`src/rtl/alu_pkg.sv`:
```
// Shared definitions for the ALU datapath and its sequencing FSM:
// operation encodings, default operand width and the internal mode type.
package alu_pkg;

    localparam int ALU_WIDTH = 8;

    localparam logic [1:0] OP_ADD = 2'b00;
    localparam logic [1:0] OP_SUB = 2'b01;
    localparam logic [1:0] OP_MUL = 2'b10;
    localparam logic [1:0] OP_DIV = 2'b11;

    typedef enum logic [1:0] {
        MODE_ADD = OP_ADD,
        MODE_SUB = OP_SUB,
        MODE_MUL = OP_MUL,
        MODE_DIV = OP_DIV
    } alu_mode_e;

    // Two's-complement overflow: operands share a sign the result does not.
    function automatic logic signed_ovf(input logic sa, input logic sb, input logic sr);
        return (sa == sb) && (sr != sa);
    endfunction

endpackage

```
`src/rtl/alu_step_counter.sv`:
```
// Iteration counter for the MUL/DIV loops: preset to WIDTH, decrement with
// saturation at zero, and a combinational zero flag for the FSM.
module alu_step_counter #(
    parameter int WIDTH = 8,
    parameter int CNT_W = $clog2(WIDTH + 1)
) (
    input  logic             clk,
    input  logic             rst_n,
    input  logic             preset_i,
    input  logic             clear_i,
    input  logic             dec_i,
    output logic [CNT_W-1:0] count_o,
    output logic             zero_o
);

    logic [CNT_W-1:0] count_q, count_d;

    // Preset wins over a same-edge clear so an FSM may load and arm the loop together.
    always_comb begin
        count_d = count_q;
        if (preset_i) begin
            count_d = CNT_W'(WIDTH);
        end else if (clear_i) begin
            count_d = '0;
        end else if (dec_i && (count_q != '0)) begin
            count_d = count_q - CNT_W'(1);
        end
    end

    always_ff @(posedge clk or negedge rst_n) begin
        if (!rst_n) begin
            count_q <= '0;
        end else begin
            count_q <= count_d;
        end
    end

    assign count_o = count_q;
    assign zero_o  = (count_q == '0);

endmodule

```
`src/rtl/alu_datapath.sv`:
```
// ALU datapath: single-cycle ADD/SUB, Booth multiply, non-restoring divide.
// Optional ALU_DIV0_FLAG_EN adds div_by_zero and a forced divide-by-zero result.
module alu_datapath
    import alu_pkg::*;
#(
    parameter int WIDTH = ALU_WIDTH,
    parameter int CNT_W = $clog2(WIDTH + 1)
) (
    input  logic               clk,
    input  logic               rst_n,
    input  logic               load,
    input  logic               compute,
    input  logic               dec_count,
    input  logic               reset_count,
    input  logic [1:0]         select_op,
    input  logic [WIDTH-1:0]   a,
    input  logic [WIDTH-1:0]   b,
    output logic               zero_count,
    output logic [2*WIDTH-1:0] result,
    output logic               ovf
`ifdef ALU_DIV0_FLAG_EN
    ,
    output logic               div_by_zero
`endif
);

    logic [WIDTH:0]   acc_q, acc_d;
    logic [WIDTH-1:0] q_q, q_d;
    logic             q1_q, q1_d;
    logic [WIDTH-1:0] m_q, m_d;
    alu_mode_e        mode_q, mode_d;
    logic             fix_pending_q, fix_pending_d;
    logic             ovf_q, ovf_d;
    logic [CNT_W-1:0] count;

    logic [WIDTH:0] add_full, sub_full;
    logic [WIDTH:0] m_sext, m_zext;
    logic [WIDTH:0] booth_sum, div_shift, div_sum;
    logic           is_add_sub_load;

    assign add_full = {1'b0, a} + {1'b0, b};
    assign sub_full = {1'b0, a} - {1'b0, b};
    assign m_sext   = {m_q[WIDTH-1], m_q};
    assign m_zext   = {1'b0, m_q};

    assign is_add_sub_load = load && !select_op[1];

    alu_step_counter #(
        .WIDTH (WIDTH),
        .CNT_W (CNT_W)
    ) u_counter (
        .clk      (clk),
        .rst_n    (rst_n),
        .preset_i (reset_count),
        .clear_i  (is_add_sub_load),
        .dec_i    (dec_count),
        .count_o  (count),
        .zero_o   (zero_count)
    );

    always_comb begin
        unique case ({q_q[0], q1_q})
            2'b01:   booth_sum = acc_q + m_sext;
            2'b10:   booth_sum = acc_q - m_sext;
            default: booth_sum = acc_q;
        endcase
    end

    // The sign of acc before the shift picks subtract or add; the shifted value may wrap but the sum fits.
    assign div_shift = {acc_q[WIDTH-1:0], q_q[WIDTH-1]};
    assign div_sum   = acc_q[WIDTH] ? (div_shift + m_zext) : (div_shift - m_zext);

    always_comb begin
        acc_d         = acc_q;
        q_d           = q_q;
        q1_d          = q1_q;
        m_d           = m_q;
        mode_d        = mode_q;
        fix_pending_d = fix_pending_q;
        ovf_d         = ovf_q;

        if (load) begin
            mode_d        = alu_mode_e'(select_op);
            fix_pending_d = 1'b0;
            q1_d          = 1'b0;
            unique case (select_op)
                OP_ADD: begin
                    acc_d = {{WIDTH{1'b0}}, add_full[WIDTH]};
                    q_d   = add_full[WIDTH-1:0];
                    ovf_d = signed_ovf(a[WIDTH-1], b[WIDTH-1], add_full[WIDTH-1]);
                end
                OP_SUB: begin
                    acc_d = {{WIDTH{1'b0}}, sub_full[WIDTH]};
                    q_d   = sub_full[WIDTH-1:0];
                    ovf_d = signed_ovf(a[WIDTH-1], ~b[WIDTH-1], sub_full[WIDTH-1]);
                end
                OP_MUL: begin
                    acc_d = '0;
                    q_d   = a;
                    m_d   = b;
                    ovf_d = 1'b0;
                end
                default: begin
                    acc_d         = '0;
                    q_d           = a;
                    m_d           = b;
                    ovf_d         = 1'b0;
                    fix_pending_d = 1'b1;
                end
            endcase
        end else if (compute) begin
            if (count != '0) begin
                if (mode_q == MODE_MUL) begin
                    acc_d = {booth_sum[WIDTH], booth_sum[WIDTH:1]};
                    q_d   = {booth_sum[0], q_q[WIDTH-1:1]};
                    q1_d  = q_q[0];
                end else if (mode_q == MODE_DIV) begin
                    acc_d = div_sum;
                    q_d   = {q_q[WIDTH-2:0], ~div_sum[WIDTH]};
                end
            end else if ((mode_q == MODE_DIV) && fix_pending_q) begin
                // Restore a negative final remainder once the loop has run out.
                if (acc_q[WIDTH]) begin
                    acc_d = acc_q + m_zext;
                end
                fix_pending_d = 1'b0;
            end
        end
    end

    always_ff @(posedge clk or negedge rst_n) begin
        if (!rst_n) begin
            acc_q         <= '0;
            q_q           <= '0;
            q1_q          <= 1'b0;
            m_q           <= '0;
            mode_q        <= MODE_ADD;
            fix_pending_q <= 1'b0;
            ovf_q         <= 1'b0;
        end else begin
            acc_q         <= acc_d;
            q_q           <= q_d;
            q1_q          <= q1_d;
            m_q           <= m_d;
            mode_q        <= mode_d;
            fix_pending_q <= fix_pending_d;
            ovf_q         <= ovf_d;
        end
    end

    assign ovf = ovf_q;

`ifdef ALU_DIV0_FLAG_EN
    logic             div0_q;
    logic [WIDTH-1:0] a_q;

    always_ff @(posedge clk or negedge rst_n) begin
        if (!rst_n) begin
            div0_q <= 1'b0;
            a_q    <= '0;
        end else if (load) begin
            div0_q <= (select_op == OP_DIV) && (b == '0);
            a_q    <= a;
        end
    end

    assign div_by_zero = div0_q;
    assign result      = div0_q ? {a_q, {WIDTH{1'b1}}} : {acc_q[WIDTH-1:0], q_q};
`else
    assign result = {acc_q[WIDTH-1:0], q_q};
`endif

endmodule

```
`config.mk`:
```
export PLATFORM = sky130hd
export DESIGN_NAME = alu_datapath
export DESIGN_NICKNAME = d
export VERILOG_FILES = /design/src/rtl/alu_pkg.sv /design/src/rtl/alu_step_counter.sv /design/src/rtl/alu_datapath.sv
export SDC_FILE = /design/constraint.sdc
export NUM_CORES = 1
export LEC_CHECK = 0
export CAP_MARGIN = 20
export CELL_PAD_IN_SITES_DETAIL_PLACEMENT = 1
export CELL_PAD_IN_SITES_GLOBAL_PLACEMENT = 2
export CORE_UTILIZATION = 32
export CTS_BUF_LIST = sky130_fd_sc_hd__clkbuf_4 sky130_fd_sc_hd__clkbuf_8
export DETAILED_ROUTE_END_ITERATION = 16
export GPL_TIMING_DRIVEN = 1
export PLACE_DENSITY_LB_ADDON = 0.1
export SLEW_MARGIN = 10
export SYNTH_ARGS = -nofsm -noshare
export SYNTH_HDL_FRONTEND = slang
export SYNTH_SLANG_ARGS = --single-unit
```
`constraint.sdc`:
```
create_clock -name clk -period 2.7 [get_ports clk]
set_input_delay 0.405 -clock clk [delete_from_list [all_inputs] [get_ports clk]]
set_output_delay 0.405 -clock clk [all_outputs]
set_load 0.01 [all_outputs]
```
==> out/summary.md <==
* 42 — num ports
* 852 um2 — sequential cell area
* m_q[1] — first element of the critical path
* 7.95 um2 — Synth Area per Inst
* nor3b_4 — Top cell by count, worst path
* 60 — Distinct cells, synth
* 0 — number of synthesized flops with an enable pin
* 41 — Port-buffer cells
* 0.0138 ns — setup clock skew after layout
* 717 — number of standard cells in the final layout excluding fillers
* compound AO/OA/AOI/OAI gates — Crit path max-delay family
* true — setup repair after global routing missed its margin
* 4,018 — via count of the first global-routing pass
* flop to flop — type of the worst setup path
* 704 — dpl cells
* 0 — post-cts hold buffer count
* 0.09 ns — Clock Pin Slew Worst Setup and Hold Paths
* m_q[1] — startpoint of the lowest-slack register-to-register path
* 0.847 ns — Tightest Pin Transition
* 112 um — Die Y
* 3 — DRC viols
* 0.796 — routability-driven placement congestion ratio
* 43.5% — Slew headroom
* 35 — largest net degree at the start of global routing
* 2.89 ns — worst path required time
* 100% — post-synthesis async set-or-reset flop share
* DRC, setup timing — violated checks
* 5.34 — post-detailed-route via-to-cell ratio
* 5100 um2 — summed area of non-filler cells in the final layout
* 3 — maximum fanout encountered on the critical timing path
* 0.40 ns — largest stage delay on the critical path
* -0.155 ns — Worst Slack Setup Final
* 22.0% — overall track demand over capacity in global routing
* 0 — Ant. Diodes
* 16.2% — Sequential Power Share
* 14 — worst-case reg-to-reg path depth
* 3.04 ns — Worst EP arrival
* 0 — total congestion overflow after global routing
* 43.8% — proportion of total power due to net switching
* clkbuf_8 — Clock Root Buffer
* 33.2% — starting density of the core
* 0 — Max Cap Viol
* inv_2, ha_4, nor3b_4, nor3b_4, buf_4, nor2_1, xnor2_1, ha_1, o21ai_2, a32oi_2, xnor2_2, o21a_1, o31a_1, a221o_1 — ordered list of cells on the worst path
* 44.1% — Final Util
* 214 — DRC violation total after the first TritonRoute iteration
* -0.281 ns — setup tns final
* acc_q[7] — critical path endpoint
* 39 — row count
* 34 — clock tree sinks
* 3840 um2 — synthesized cell area
* dfrtp_1 — Worst path slowest cell
* 2 — H-Tree Level Count
* 2.25 nW — reported leakage power
* 1010 nW/um2 — power per cell area
* 72.1% — logic gate share of total power
* 18.5 um — drt wl/cell
* 483 — Post-Synthesis Cells
* flop — sort of element at the end of the critical path
* 14 — Levels on crit path
* 2.25 mW — Psw
* 0 — endpoints failing hold
* flop — startpoint type of the worst setup path
* input port to asynchronous set/reset pin — min-delay worst type
* 0 — final max-slew violation count
* 0 — Ys Warns
* 4800 um2 — Placed Area
* -0.241 ns — DP Worst Slack
* 112 um — die width
* 10.6 mm — placed wire-length estimate after detailed placement
* 12,400 um2 — DIE AREA
* 32.8% — P&R area growth vs syn
* 646 — net count of the finished layout
* 13.2 mm — routed wire length
* 3,828 — vias after detailed routing
* 0 — number of antenna violations at the first check in global routing
* 556 — syn_nets
* 22.2% — post-synthesis sequential area ratio
* 0.350 GHz — Achievable Freq
* 5 — Inserted Clock Buffers
* dfrtp_1 — prevailing post-synth register cell
* 21.6 mm — wire length of the first global-routing pass
* acc_q[7] — Critical R2R Capture
* 2 — Clock Tree Buf Depth
* finished, violations left — outcome
* 2890 um2 — area used by multi-input combinational logic
* 0.379 mV — peak supply drop
* 0 — number of routed nets with antenna violations
* 1,396 — # fillers
* 0.30 ns — clock insertion delay at the later pin of the skew report
* 34 — number of flip-flops and latches in the synthesized netlist
* 3 — endpoints failing setup
* -0.16 ns — FF-to-FF setup slack
* 2.86 ns — minimum period implied by the final worst setup slack
* 106% — fin crit share
* 11,600 um2 — core area
* 10 — Detailed Routing Iterations Pass 1
* 11.7% — fraction of power consumed by the clock network
* 2.88 mW — Internal
* yes — CTS tree
* 2 — Buf/Inv on CP
* 21.1% — layout cell share with drive strength beyond 1
-- per-layer routing --
layer | vias to the layer above | wire length, um | share of wire (%) | track usage (%)
met3 | 5 | 358 | 2.7 | 2.34
met2 | 46 | 6290 | 48 | 37.5
met4 | 0 | 44 | 0.33 | 1.89
met5 | - | 0 | 0 | 0
li1 | 1903 | - | - | -
met1 | 1874 | 6540 | 49 | 31.2
-- area by class of cell --
cell class                      instances  share of cell area [%]
Multi-Input combinational cell        389                    56.6
Timing Repair Buffer                  109                    18.0
Sequential cell                        34                    16.7
Tap cell                              143                    3.51
Inverter                               34                    2.50
Clock buffer                            5                    1.35
Clock inverter                          3                    1.35
-- sequential cells by signal, summed over array words and instances, names as in the netlist --
name	count
acc_q	9
mode_q	2
fix_pending_q	1
m_q	8
ovf	1
u_counter.count_o	4
q1_q	1
q_q	8
-- placed cells by master, fill, tap and decap left out, drive strengths merged, types with 12 or more instances in the layout --
master | netlist | routed
buf | 10 | 69
o21ai | 49 | 49
nand2 | 46 | 46
ha | 44 | 44
clkdlybuf4s50 | 0 | 40
a21oi | 39 | 39
dfrtp | 34 | 34
inv | 33 | 33
nor2 | 32 | 32
xnor2 | 25 | 25
nor3 | 12 | 12
-- timing repair --
action	4_1_cts	5_1_grt
setup buffers	2	4
gates resized for setup	10	25
pin swaps	6	15
endpoints found under the setup margin	3	10
-- power by group through the flow --
stage	Combinational, mW	Sequential (mW)	Clock, mW
final	3.70	0.832	0.603
after global routing	4.09	0.851	0.633
after CTS	3.46	0.829	0.614
after detailed placement	3.37	0.837	0
after global placement	3.28	0.832	0
after floorplan	2.17	0.785	0
-- cell families after synthesis --
| family | after synthesis | synth area share (%) |
|---|---|---|
| AOI/OAI and AO/OA | 155 | 25.2 |
| xor gates and xnor gates | 36 | 8.21 |
| adders and majority gates | 49 | 16.9 |
| buffers and inverters | 60 | 6.84 |
| DFF | 34 | 22.2 |
| muxes | 10 | 2.74 |
| and+or+nand+nor | 139 | 17.9 |
-- synthesized netlist by cell type, drive strengths merged, types with 6 or more instances --
library cell | number | area, um2
xor2 | 11 | 96.3
a31oi | 7 | 43.8
nor3 | 12 | 71.3
ha | 44 | 551
nand3 | 9 | 45.0
nor2b | 9 | 63.8
nand2 | 46 | 173
a21oi | 39 | 195
clkbuf | 16 | 60.1
mux2i | 6 | 60.1
inv | 33 | 124
o211ai | 10 | 75.1
o21ai | 49 | 245
nor2 | 32 | 120
nand2b | 9 | 56.3
dfrtp | 34 | 851
xnor2 | 25 | 219
buf | 10 | 75.1
a211oi | 8 | 60.1
-- per-stage QoR --
step	power [mW]	hold slack, ns
2_1_floorplan	2.96	0.109
3_3_place_gp	4.11	0.478
3_5_place_dp	4.21	0.488
4_1_cts	4.90	0.232
5_1_grt	5.57	0.268
6_report	5.14	0.195
-- worst min-delay path by stage --
stage,from,end,slack [ns]
after floorplan,rst_n,acc_q[0],0.11
after global placement,ovf,ovf,0.48
after detailed placement,ovf,ovf,0.49
after CTS,rst_n,u_counter.count_o[0],0.23
after global routing,rst_n,ovf,0.27
final,rst_n,ovf,0.20
Power figures use the tool's default switching activity.
